**config.mk**
```make
export PLATFORM = sky130hd
export DESIGN_NAME = riscv_register_file_mp
export DESIGN_NICKNAME = d
export VERILOG_FILES = /design/src/rtl/riscv_register_file_mp_pkg.sv /design/src/rtl/riscv_regfile_scoreboard.sv /design/src/rtl/riscv_register_file_mp.sv
export SDC_FILE = /design/constraint.sdc
export NUM_CORES = 2
export LEC_CHECK = 0
export CORE_AREA = 4 4 282 339
export DETAILED_ROUTE_END_ITERATION = 10
export DIE_AREA = 0 0 286 343
export PLACE_DENSITY = 0.8
export SYNTH_ARGS = -nofsm -noshare
export SYNTH_HDL_FRONTEND = slang
export SYNTH_SLANG_ARGS = --single-unit
export TNS_END_PERCENT = 20
```
**constraint.sdc**
```tcl
create_clock -name i_clk -period 5.69 [get_ports i_clk]
set_clock_uncertainty 0.15 [all_clocks]
set_input_delay 1.138 -clock i_clk [delete_from_list [all_inputs] [get_ports i_clk]]
set_output_delay 1.138 -clock i_clk [all_outputs]
set_load 0.005 [all_outputs]
```
**src/rtl/riscv_register_file_mp_pkg.sv**
```systemverilog
// Shared configuration for the multi-port RV32 integer register file.
// Holds the default data width, register count and address width, and the
// address legality helper used by the storage and the scoreboard.
// The read bypass switch RISCV_REGFILE_BYPASS_EN is a build-level define.
// It is normally set in riscv_configs.v and is not part of this package.
package riscv_register_file_mp_pkg;

  localparam int unsigned RF_XLEN  = 32;
  localparam int unsigned RF_NREGS = 32;
  localparam int unsigned RF_AW    = 5;

  // An address is live when it is nonzero and below the register count.
  // x0 and out-of-range addresses read as 0, are never pending, and
  // ignore writes and issues.
  function automatic logic rf_addr_ok(input logic [31:0] addr, input int unsigned nregs);
    return (addr != '0) && (addr < nregs);
  endfunction

endpackage

```
**src/rtl/riscv_regfile_scoreboard.sv**
```systemverilog
// Per-register pending scoreboard used for issue-stage WAW hazard detection.
// Ports:
//   i_clk, i_rstn         clock; asynchronous active-low reset clears all pending bits
//   i_wr_en/addr/clr      writeback ports; clr drops the pending bit of the address
//   i_iss_valid, i_iss_rd issue of an instruction that will write i_iss_rd
//   o_iss_ready           combinational: destination is not pending
//   o_busy_vec            full pending vector
module riscv_regfile_scoreboard
  import riscv_register_file_mp_pkg::*;
#(
  parameter int unsigned NREGS = RF_NREGS,
  parameter int unsigned AW    = RF_AW,
  parameter int unsigned NWR   = 1
) (
  input  logic              i_clk,
  input  logic              i_rstn,
  input  logic [NWR-1:0]    i_wr_en,
  input  logic [NWR*AW-1:0] i_wr_addr,
  input  logic [NWR-1:0]    i_wr_clr,
  input  logic              i_iss_valid,
  input  logic [AW-1:0]     i_iss_rd,
  output logic              o_iss_ready,
  output logic [NREGS-1:0]  o_busy_vec
);

  localparam int unsigned IW = $clog2(NREGS);

  logic [NREGS-1:0] pend;
  logic             iss_ok;

  always_comb begin
    iss_ok      = rf_addr_ok(32'(i_iss_rd), NREGS);
    o_iss_ready = !(iss_ok && pend[i_iss_rd[IW-1:0]]);
  end

  // Later loop iterations override earlier ones, so the highest write port
  // decides the clear. A port without clr restores the old bit. The issue
  // set comes last, so a new producer stays pending over a same-cycle clear.
  always_ff @(posedge i_clk or negedge i_rstn) begin
    if (!i_rstn) begin
      pend <= '0;
    end else begin
      for (int unsigned j = 0; j < NWR; j++) begin
        if (i_wr_en[j] && rf_addr_ok(32'(i_wr_addr[j*AW +: AW]), NREGS))
          pend[i_wr_addr[j*AW +: IW]] <= pend[i_wr_addr[j*AW +: IW]] & ~i_wr_clr[j];
      end
      if (i_iss_valid && o_iss_ready && iss_ok)
        pend[i_iss_rd[IW-1:0]] <= 1'b1;
    end
  end

  assign o_busy_vec = pend;

endmodule

```
**src/rtl/riscv_register_file_mp.sv**
```systemverilog
// Parametrised multi-port RV32 integer register file with a pending scoreboard.
// Ports:
//   i_clk, i_rstn            clock; asynchronous active-low reset clears contents and scoreboard
//   i_rd_addr/o_rd_data      NRD packed read ports with combinational reads
//   o_rd_busy                pending bit of each read address
//   i_wr_en/addr/data/clr    NWR packed write ports; the highest index wins on a conflict
//   i_iss_valid, i_iss_rd    issue marking i_iss_rd pending
//   o_iss_ready              issue may proceed because there is no WAW hazard
//   o_busy_vec               full scoreboard
// Build option: with RISCV_REGFILE_BYPASS_EN defined, read ports forward
// same-cycle write data. A read port also shows not-busy when the winning
// write port clears the pending bit.
module riscv_register_file_mp
  import riscv_register_file_mp_pkg::*;
#(
  parameter int unsigned XLEN  = RF_XLEN,
  parameter int unsigned NREGS = RF_NREGS,
  parameter int unsigned AW    = RF_AW,
  parameter int unsigned NRD   = 2,
  parameter int unsigned NWR   = 1
) (
  input  logic                i_clk,
  input  logic                i_rstn,
  input  logic [NRD*AW-1:0]   i_rd_addr,
  output logic [NRD*XLEN-1:0] o_rd_data,
  output logic [NRD-1:0]      o_rd_busy,
  input  logic [NWR-1:0]      i_wr_en,
  input  logic [NWR*AW-1:0]   i_wr_addr,
  input  logic [NWR*XLEN-1:0] i_wr_data,
  input  logic [NWR-1:0]      i_wr_clr,
  input  logic                i_iss_valid,
  input  logic [AW-1:0]       i_iss_rd,
  output logic                o_iss_ready,
  output logic [NREGS-1:0]    o_busy_vec
);

  localparam int unsigned IW = $clog2(NREGS);

  logic [XLEN-1:0]  regs [NREGS];
  logic [NREGS-1:0] busy_vec;

  riscv_regfile_scoreboard #(
    .NREGS(NREGS),
    .AW   (AW),
    .NWR  (NWR)
  ) u_scoreboard (
    .i_clk      (i_clk),
    .i_rstn     (i_rstn),
    .i_wr_en    (i_wr_en),
    .i_wr_addr  (i_wr_addr),
    .i_wr_clr   (i_wr_clr),
    .i_iss_valid(i_iss_valid),
    .i_iss_rd   (i_iss_rd),
    .o_iss_ready(o_iss_ready),
    .o_busy_vec (busy_vec)
  );

  assign o_busy_vec = busy_vec;

  // x0 is never written, so it keeps its reset value of zero.
  always_ff @(posedge i_clk or negedge i_rstn) begin
    if (!i_rstn) begin
      for (int unsigned r = 0; r < NREGS; r++)
        regs[r] <= '0;
    end else begin
      for (int unsigned j = 0; j < NWR; j++) begin
        if (i_wr_en[j] && rf_addr_ok(32'(i_wr_addr[j*AW +: AW]), NREGS))
          regs[i_wr_addr[j*AW +: IW]] <= i_wr_data[j*XLEN +: XLEN];
      end
    end
  end

  always_comb begin
    o_rd_data = '0;
    o_rd_busy = '0;
    for (int unsigned k = 0; k < NRD; k++) begin
      if (rf_addr_ok(32'(i_rd_addr[k*AW +: AW]), NREGS)) begin
        o_rd_data[k*XLEN +: XLEN] = regs[i_rd_addr[k*AW +: IW]];
        o_rd_busy[k]              = busy_vec[i_rd_addr[k*AW +: IW]];
`ifdef RISCV_REGFILE_BYPASS_EN
        // A legal read address makes every equal write address legal too.
        for (int unsigned j = 0; j < NWR; j++) begin
          if (i_wr_en[j] && (i_wr_addr[j*AW +: AW] == i_rd_addr[k*AW +: AW])) begin
            o_rd_data[k*XLEN +: XLEN] = i_wr_data[j*XLEN +: XLEN];
            o_rd_busy[k]              = busy_vec[i_rd_addr[k*AW +: IW]] & ~i_wr_clr[j];
          end
        end
`endif
      end
    end
  end

endmodule
```
==> impl_metrics.env <==
export IMPL_area_growth_syn_to_layout_pct=12.0
export IMPL_fin_crit_sh_pct=92.0
export IMPL_die_area_um2=98100
export IMPL_p_comb_share_pct=21.8
export IMPL_rsz0062_at_grt="false"
export IMPL_drv_cap=0
export IMPL_power_per_cell_area_nw_per_um2=353
export IMPL_cts_tree="yes"
export IMPL_ant_nets=0
export IMPL_drt_vias_per_instance=7.22
export IMPL_finalMaxSlewViolations=0
export IMPL_outcome="completed"
export IMPL_num_io_pins=156
export IMPL_avgSynthCellArea_um2=14.8
export IMPL_utilization_pct=69.0
export IMPL_vdd_drop_max_v=0.000314
export IMPL_hold_viol=0
export IMPL_yosys_warnings=0
export IMPL_first_global_vias=39100
export IMPL_core_area_um2=92200
export IMPL_synth_edf_count=0
export IMPL_wl_mm=166
export IMPL_cts_buffer_depth=3
export IMPL_clkLatencyLatePin_ps=700
export IMPL_cp_required_ps=4400
export IMPL_ys_ff_latch=1056
export IMPL_wl_per_cell_um=32.4
export IMPL_final_cell_mix="dfrtp_1 (1,056), mux2_2 (993), mux4_2 (552)"
export IMPL_setup_viol=0
export IMPL_yosysTopAreaCell="dfrtp_1"
export IMPL_io_buffer_count=155
export IMPL_first_pass_iters=7
export IMPL_rows=122
export IMPL_timing_hold_ws_ps=245
export IMPL_critPathMaxFanout=32
export IMPL_syn_nets=3887
export IMPL_switching_power_mw=6.12
export IMPL_synthDistinctLibCells=47
export IMPL_cts_sinks=1056
export IMPL_cp_end_kind="output port"
export IMPL_period_needed_ps=5230
export IMPL_final_common_cell="dfrtp_1"
export IMPL_grtUsageTotal_pct=34.3
export IMPL_min_path_type="flop to flop"
export IMPL_yosysSeqAreaShare_pct=46.5
export IMPL_hold_buffers=0
export IMPL_fillers=6099
export IMPL_startpoint_type="input port"
export IMPL_yosys_area_top_type_share_pct=46.5
export IMPL_gp_congestion=0.923
export IMPL_cts_max_level=3
export IMPL_postSynthCellCount=3830
export IMPL_p_sw_share_pct=27.2
export IMPL_nets=3859
export IMPL_cp_arrival_ps=3940
export IMPL_antenna_found_initial=8
export IMPL_pwr_share_seq_pct=45.2
export IMPL_synth_area_um2=56800
export IMPL_tightest_slew_ps=1130
export IMPL_internal_power_mw=16.3
export IMPL_slew_headroom_pct=24.2
export IMPL_synth_ff_type="dfrtp_1"
export IMPL_drc_errors=0
export IMPL_p_leak_nw=27.6
export IMPL_grt_pass1_wl_mm=250
export IMPL_synthArstFlopShare_pct=100
export IMPL_clk_pin_slew_ps=60
export IMPL_max_freq_mhz=191
export IMPL_multi_input_area_um2=28600
export IMPL_clock_power_share_pct=33.0
export IMPL_hpwlAfterDp_mm=94.7
export IMPL_cts_setup_buffers=0
export IMPL_total_power_mw=22.5
export IMPL_fin_tns_setup_ps=0
export IMPL_drt_initial_drc_count=3656
export IMPL_cts_made_buffers=108
export IMPL_seq_area_um2=26400
export IMPL_die_w_um=286
export IMPL_start_util_pct=61.6
export IMPL_num_vias=37100
export IMPL_grt_overflow=0
export IMPL_yosys_top_cells_area="dfrtp_1 (47%), mux4_2 (22%), mux2_2 (20%)"
export IMPL_ctsResizeCount=0
export IMPL_die_h_um=343
export IMPL_critical_path_class="input port to output port"
export IMPL_cts_root_buffer="clkbuf_16"
export IMPL_grt_max_degree=116
export IMPL_layout_drive_gt1_share_pct=49.3
==> final timing paths <==
kind | startpoint | endpoint | slack [ps] | depth (start not counted)
hold / removal | regs[1015] | regs[1015] | 250 | 0
hold reg to reg | regs[1015] | regs[1015] | 250 | 0
setup reg to reg | u_scoreboard.o_busy_vec[24] | u_scoreboard.o_busy_vec[20] | 3320 | 6
max in group asynchronous | i_rstn | regs[622] | 3740 | 2
setup / recovery | i_rd_addr[5] | o_rd_data[62] | 460 | 8
min in group asynchronous | i_rstn | regs[801] | 320 | 1
==> critical path: stages <==
cell	delay (ps)
buf_8	260
buf_12	300
mux4_2	550
mux2_2	290
a221oi_1	550
a211oi_1	130
buf_4	200
clkdlybuf4s50_1	460
==> stage by stage <==
stage / cell area (um2) / instances / setup slack (ps)
after floorplan: 56800 / 3830 / 1550
after global placement: 59900 / 4932 / 621
after detailed placement: 59900 / 4932 / 561
after CTS: 63600 / 5129 / 480
after global routing: 63600 / 5130 / 466
final: 63600 / 5132 / 458
==> power groups by stage <==
stage               sequential, mW  clock, mW  combinational, mW
finish                        10.1       7.41               4.89
global route                  10.3       7.79               5.24
CTS                           10.1       7.48               4.91
detailed placement            10.2          0               4.87
global placement              10.1          0               4.74
floorplan                     9.78          0               3.57
==> flip-flops by register name, indices dropped and copies added (netlist names) <==
register and cells:
regs 1024, u_scoreboard.o_busy_vec 32
==> synthesized netlist by cell type, types with 3 or more instances <==
cell type  count
o22ai_1       27
nor3_2         4
o21ai_1       35
a211oi_1      20
clkbuf_1     254
a22oi_1       12
buf_2        136
nand2_1      274
a221oi_1      26
mux2_2       993
a211o_1       19
or2_2          6
nand3_1       16
nor2_1        24
buf_4         17
o21ai_0       20
buf_6          9
mux2i_1      133
dfrtp_1     1056
a22o_1         8
nand2b_1       5
nor2b_1       13
inv_1         37
a21oi_1       25
o221ai_1      41
buf_1         18
mux4_2       552
and3_1         3
and3b_1        3
nor3_1        20
==> final cells by class <==
| class | instances | share of cell area, % |
|---|---|---|
| sequential | 1056 | 41.5 |
| clock buffer | 157 | 4.96 |
| timing repair buffer | 297 | 5.09 |
| clock inverter | 40 | 0.849 |
| inverter | 37 | 0.218 |
| antenna | 3 | 0.0118 |
| tap | 1240 | 2.44 |
| multi-input combinational | 2302 | 44.9 |
==> kinds of logic (layout without fill, tap and decap cells) <==
| logic type | count (synthesis) | in the layout | synth area share (%) |
|---|---|---|---|
| simple gates | 380 | 380 | 2.87 |
| flops | 1056 | 1056 | 46.5 |
| other cells | 0 | 3 | 0 |
| buf+inv | 472 | 531 | 3.65 |
| compound gates | 244 | 244 | 3.04 |
| mux | 1678 | 1678 | 43.9 |
==> per-layer routing <==
| layer | vias up | part of all wire (%) | GRT usage, % |
|---|---|---|---|
| li1 | 14600 | - | - |
| met1 | 19800 | 37 | 44.2 |
| met2 | 2029 | 48 | 55.4 |
| met3 | 569 | 8.9 | 7.33 |
| met4 | 8 | 6.0 | 17.9 |
| met5 | - | 0.031 | 0 |
No activity file was read; power rests on OpenSTA's default activity.
